[config.mk]
export PLATFORM = sky130hd
export DESIGN_NAME = encoder_blk_sched
export DESIGN_NICKNAME = d
export VERILOG_FILES = /design/src/rtl/encoder_blk_sched.sv
export SDC_FILE = /design/constraint.sdc
export NUM_CORES = 1
export LEC_CHECK = 0
export CAP_MARGIN = 20
export CELL_PAD_IN_SITES_DETAIL_PLACEMENT = 1
export CELL_PAD_IN_SITES_GLOBAL_PLACEMENT = 2
export CORE_MARGIN = 2
export CORE_UTILIZATION = 31
export CTS_CLUSTER_SIZE = 40
export DETAILED_ROUTE_END_ITERATION = 12
export PLACE_DENSITY_LB_ADDON = 0.08
export SYNTH_ARGS = -nofsm -noshare
export SYNTH_HDL_FRONTEND = slang
export SYNTH_SLANG_ARGS = --single-unit
[constraint.sdc]
create_clock -name clk -period 2.1 [get_ports clk]
set_input_delay 0.21 -clock clk [delete_from_list [all_inputs] [get_ports clk]]
set_output_delay 0.21 -clock clk [all_outputs]
set_load 0.05 [all_outputs]
[src/rtl/encoder_blk_sched.sv]
`default_nettype none
// ============================================================================
// Module   : encoder_blk_sched
// Purpose  : Schedules encoder blocks. Pops one meta byte per block, validates
//            it, waits until the data FIFO holds a full block (132 or 768
//            bytes), pulses the encoder start and then waits for the encoder
//            to finish under a watchdog.
// Ports    : clk, reset                 - clock, async active-high reset
//            en                         - allow starting new blocks
//            meta_empty, meta_q         - meta FIFO status / output byte
//            meta_rdreq                 - meta FIFO pop (combinational)
//            data_usedw, data_full      - data FIFO fill level
//            computation_done           - encoder finished pulse
//            blk_ready, blk_size_sel    - encoder start pulse / block size
//            busy                       - scheduler not idle
//            meta_err, timeout_err      - error pulses
//            blk_count                  - completed block counter (wraps)
// Revision : 1.0 - initial release
// ============================================================================
module encoder_blk_sched #(
    parameter int USEDW_W     = 10,
    parameter int TIMEOUT_CYC = 20000,
    parameter int CNT_W       = 16
) (
    input  logic               clk,
    input  logic               reset,
    input  logic               en,
    input  logic               meta_empty,
    input  logic [7:0]         meta_q,
    input  logic [USEDW_W-1:0] data_usedw,
    input  logic               data_full,
    input  logic               computation_done,
    output logic               meta_rdreq,
    output logic               blk_ready,
    output logic               blk_size_sel,
    output logic               busy,
    output logic               meta_err,
    output logic               timeout_err,
    output logic [CNT_W-1:0]   blk_count
);

    localparam int WD_W  = (TIMEOUT_CYC > 2) ? $clog2(TIMEOUT_CYC) : 1;
    // Compare width must hold both the fill count and the 768-byte threshold.
    localparam int CMP_W = (USEDW_W > 10) ? USEDW_W : 10;

    localparam logic [2:0] c_st_idle      = 3'd0;
    localparam logic [2:0] c_st_meta_rd   = 3'd1;
    localparam logic [2:0] c_st_meta_chk  = 3'd2;
    localparam logic [2:0] c_st_wait_data = 3'd3;
    localparam logic [2:0] c_st_start     = 3'd4;
    localparam logic [2:0] c_st_run       = 3'd5;

    localparam logic [WD_W-1:0]  c_wd_last    = WD_W'(TIMEOUT_CYC - 1);
    localparam logic [CMP_W-1:0] c_need_small = CMP_W'(132);
    localparam logic [CMP_W-1:0] c_need_large = CMP_W'(768);

    logic [2:0]       r_state;
    logic [2:0]       w_state_nxt;
    logic [WD_W-1:0]  r_wd;
    logic             r_blk_size_sel;
    logic             r_blk_ready;
    logic             r_busy;
    logic             r_meta_err;
    logic             r_timeout_err;
    logic [CNT_W-1:0] r_blk_count;

    logic             w_meta_ok;
    logic [CMP_W-1:0] w_need;
    logic             w_data_avail;
    logic             w_wd_expired;

    logic             w_blk_ready_nxt;
    logic             w_busy_nxt;
    logic             w_meta_err_nxt;
    logic             w_timeout_err_nxt;
    logic             w_count_inc;
    logic             w_size_latch;

    // Only 0x00 and 0x01 are legal meta bytes.
    assign w_meta_ok    = (meta_q[7:1] == 7'd0);
    assign w_need       = r_blk_size_sel ? c_need_large : c_need_small;
    // data_usedw reads 0 when the FIFO is completely full, hence data_full.
    assign w_data_avail = data_full || (CMP_W'(data_usedw) >= w_need);
    assign w_wd_expired = (r_wd == c_wd_last);

    // ------------------------------------------------------------------------
    // State register
    // ------------------------------------------------------------------------
    always_ff @(posedge clk or posedge reset) begin
        if (reset) begin
            r_state <= c_st_idle;
        end else begin
            r_state <= w_state_nxt;
        end
    end

    // ------------------------------------------------------------------------
    // Next-state logic
    // ------------------------------------------------------------------------
    always_comb begin
        w_state_nxt = r_state;
        case (r_state)
            c_st_idle: begin
                if (en && !meta_empty) begin
                    w_state_nxt = c_st_meta_rd;
                end
            end
            // Meta byte appears on meta_q one cycle after the pop.
            c_st_meta_rd: begin
                w_state_nxt = c_st_meta_chk;
            end
            c_st_meta_chk: begin
                w_state_nxt = w_meta_ok ? c_st_wait_data : c_st_idle;
            end
            // en is deliberately ignored: a popped block is always finished.
            c_st_wait_data: begin
                if (w_data_avail) begin
                    w_state_nxt = c_st_start;
                end
            end
            c_st_start: begin
                w_state_nxt = c_st_run;
            end
            c_st_run: begin
                if (computation_done || w_wd_expired) begin
                    w_state_nxt = c_st_idle;
                end
            end
            default: begin
                w_state_nxt = c_st_idle;
            end
        endcase
    end

    // ------------------------------------------------------------------------
    // Output logic: next values of the registered outputs, plus the meta pop
    // which must be combinational so the FIFO sees it in the IDLE cycle.
    // ------------------------------------------------------------------------
    always_comb begin
        meta_rdreq        = !reset && (r_state == c_st_idle) && en && !meta_empty;
        w_blk_ready_nxt   = (w_state_nxt == c_st_start);
        w_busy_nxt        = (w_state_nxt != c_st_idle);
        w_meta_err_nxt    = (r_state == c_st_meta_chk) && !w_meta_ok;
        w_size_latch      = (r_state == c_st_meta_chk) && w_meta_ok;
        w_count_inc       = (r_state == c_st_run) && computation_done;
        // Done in the expiry cycle wins over the watchdog.
        w_timeout_err_nxt = (r_state == c_st_run) && !computation_done && w_wd_expired;
    end

    // ------------------------------------------------------------------------
    // Registered outputs and watchdog
    // ------------------------------------------------------------------------
    always_ff @(posedge clk or posedge reset) begin
        if (reset) begin
            r_blk_ready    <= 1'b0;
            r_busy         <= 1'b0;
            r_meta_err     <= 1'b0;
            r_timeout_err  <= 1'b0;
            r_blk_size_sel <= 1'b0;
            r_blk_count    <= '0;
            r_wd           <= '0;
        end else begin
            r_blk_ready   <= w_blk_ready_nxt;
            r_busy        <= w_busy_nxt;
            r_meta_err    <= w_meta_err_nxt;
            r_timeout_err <= w_timeout_err_nxt;
            if (w_size_latch) begin
                r_blk_size_sel <= meta_q[0];
            end
            if (w_count_inc) begin
                r_blk_count <= r_blk_count + CNT_W'(1);
            end
            // Watchdog reads 0 in START and k in the k-th RUN cycle, so the
            // expiry decision lands TIMEOUT_CYC-1 cycles after blk_ready.
            if (w_state_nxt == c_st_start) begin
                r_wd <= '0;
            end else if (w_state_nxt == c_st_run) begin
                r_wd <= r_wd + WD_W'(1);
            end
        end
    end

    assign blk_ready    = r_blk_ready;
    assign blk_size_sel = r_blk_size_sel;
    assign busy         = r_busy;
    assign meta_err     = r_meta_err;
    assign timeout_err  = r_timeout_err;
    assign blk_count    = r_blk_count;

endmodule
`default_nettype wire

==> metrics.md <==
| Metric | Value |
|---|---|
| Worst-Skew Late Latency | 300 ps |
| Reg-to-Reg Start | blk_size_sel |
| Total gr overflow | 0 |
| Top cell type's share of synthesized area | 48.30% |
| Peak Freq | 0.5001 GHz |
| Hold WS | 398.4 ps |
| ANT cells | 0 |
| Flops & latches, synth | 39 |
| Maximum clock insertion buffer count | 2 |
| Met1 Track Usage GR | 18.76% |
| FILL cells | 708 |
| Clock sink count | 39 |
| Post-Syn Instances | 191 |
| Final hold violations | 0 |
| Post-route minimum period | 2000 ps |
| Initial antenna violation count | 0 |
| Pre-CTS setup slack | -156.0 ps |
| GRT busiest layer | met2 |
| Most frequent cells in the layout | clkdlybuf4s50_1 (44), dfrtp_1 (38), nor2_1 (21) |
| Register area | 977.2 um2 |
| Worst EP required | 2260 ps |
| CP Class | reg -> reg |
| Die X | 84.74 um |
| Area post-placement | 2601 um2 |
| Multi-input gate area | 1012 um2 |
| Tcrit/Tclk final | 95.22% |
| Layout cell share with drive strength beyond 1 | 12.50% |
| Hold buffers post-CTS | 0 |
| Status | finished clean |
| Vias per inst | 5.120 |
| Ys async rst share | 100.0% |
| # IOs | 46 |
| DRC Markers | 0 |
| Synth top area cells | dfrtp_1 (48%), xor2_1 (6.5%), xnor2_1 (4.3%) |
| Port Buffer Count | 45 |
| Max Slew Vio Count | 0 |
| Routed Antenna Nets | 0 |
| Pwr dens | 782.4 nW/um2 |
| Post-synthesis sequential area ratio | 48.30% |
| Starting Density | 32.01% |
| Largest net degree at the start of global routing | 40 |
| CTS tree | yes |
| Slowest stage cell on the critical path | or3b_2 |
| Primary FF master, synth | dfrtp_1 |
| Die Ht | 84.74 um |
| Cts bufs inserted | 5 |
| Overall power | 2142 uW |
| Synth warnings | 0 |
| Worst EP arrival | 2160 ps |
| Die ar. | 7180 um2 |
| Met3 usage | 3.245% |
| Rows | 29 |
| Hold/Removal Path Class | in -> async |
| CTS H-tree depth | 2 |
| Worst vdd ir | 0.3871 mV |
| Cell variety after synth | 48 |
| Final net count | 277 |
| Setup TNS | 0 ps |
| Crit end category | flip-flop |
| Critical Path Start Type | flip-flop |
| Slew at the pin closest to its max-slew limit | 519.3 ps |
| Detailed Route WL | 5.206 mm |
| Crit-path cells | inv_1 -> ha_1 -> or3b_2 -> a31oi_2 -> o21a_1 -> nand2b_1 -> mux2i_1 |
| Worst Setup SP | blk_size_sel |
| Pleak | 0.001209 uW |
| First-pass GRT wire length | 8.480 mm |
| Worst path max stage delay | 440 ps |
| Root buffer cell | clkbuf_8 |
| Final setup margin | 100.3 ps |
| Cell family with most CP delay | simple AND/OR/NAND/NOR gates |
| Syn_nets | 221 |
| Total GRT Usage | 14.83% |
| Detailed Routing Iterations Pass 1 | 4 |
| Iteration-0 DRC Markers | 17 |
| Unrepaired setup endpoints after global routing | true |
| Max Cap Viol | 0 |
| DR vias | 1664 |
| Commonest non-fill, non-tap cell in the layout | clkdlybuf4s50_1 |
| Synthesized area per cell | 10.58 um2 |
| Core Region | 6314 um2 |
| Gpl congestion | 0.8042 |
| Slew headroom | 64.92% |
| Synthesis-to-layout area growth | 35.48% |
| Dpl hpwl | 3.809 mm |
| Avg WL per Cell | 16.02 um |
| Reg clk slew, reported paths | 80 ps |
| Final instance area | 2738 um2 |
| Clock Skew | 10.38 ps |
| Buf+Inv Stages, Crit Path | 1 |
| M2 GR Usage | 25.84% |
| Maximum fanout along the worst path | 4 |
| Final setup viols | 0 |
| Post-Syn Area | 2021 um2 |
| Dominant cell type by area after synthesis | dfrtp_1 |
| Post-synth EDFFs | 0 |
| Vias in the first global route | 1736 |
## path summary, 6_finish.rpt
path                                 end  slack [ps]  cells past startpoint
min in group clk           blk_count[15]         470                      1
min                                 busy         400                      3
max in group asynchronous   blk_size_sel        1330                      3
max                              r_wd[0]         100                      7
min reg2reg                blk_count[15]         470                      1
max reg2reg                      r_wd[0]         100                      7
## registers in the layout, summed over array words and instances (netlist names)
| name | flops |
|---|---|
| timeout_err | 1 |
| blk_count | 16 |
| busy | 1 |
| blk_size_sel | 1 |
| meta_err | 1 |
| r_wd | 15 |
| blk_ready | 1 |
| r_state | 3 |
## cell type report
cell class | instances | share of cell area, %
tap | 77 | 3.519
sequential | 39 | 35.69
clock inverter | 3 | 1.737
multi-input combinational | 142 | 36.97
clock buffer | 5 | 2.514
timing repair buffer | 51 | 18.46
inverter | 8 | 1.097
## stage by stage
stage | utilization [%] | std cells
after floorplan | - | 191
after global placement | 41.20 | 316
after detailed placement | 41.20 | 316
after CTS | 43.04 | 324
after global routing | 43.36 | 325
final | 43.36 | 325
## metal layers
metal / vias to the layer above / wire, um
met5: - / 0
met4: 0 / 58
met3: 6 / 143
met2: 24 / 2735
met1: 838 / 2268
li1: 796 / -
## tightest hold or removal path: stages
cell,delay [ps]
clkdlybuf4s50_1,430
inv_1,70
buf_4,440
## cell families after synthesis
group / Yosys count / synth area share [%]
and+or+nand+nor: 81 / 24.03
adders and majority gates: 6 / 3.715
muxes: 2 / 1.053
AOI/OAI and AO/OA: 28 / 9.845
xor gates and xnor gates: 25 / 10.84
buffers and inverters: 10 / 2.229
DFF: 39 / 48.30
## synthesized netlist by cell type, types with 2 or more instances
| master | instances |
|---|---|
| dfrtp_1 | 39 |
| nor2_1 | 21 |
| nand2_1 | 17 |
| xor2_1 | 15 |
| xnor2_1 | 10 |
| o21ai_0 | 9 |
| inv_1 | 8 |
| nand3_1 | 7 |
| ha_1 | 6 |
| nand4_1 | 6 |
| o2111ai_1 | 5 |
| a21oi_1 | 3 |
| and3_1 | 3 |
| nor4_1 | 3 |
| a41oi_1 | 2 |
| buf_4 | 2 |
| nor3_1 | 2 |
| nor4_4 | 2 |
| or3_1 | 2 |
## power by group
group	internal (uW)	total [uW]	switching [uW]	leakage [uW]
combinational	222	533	311	0.000616
sequential	832	948	116	0.000534
clock	360	660	300	0.0000587
total	1410	2140	727	0.00121
## what timing repair did
item	in CTS	in global routing
endpoints found under the setup margin	0	4
setup buffers	0	1
gates resized for setup	0	2
(Power assumes the default switching activity.)
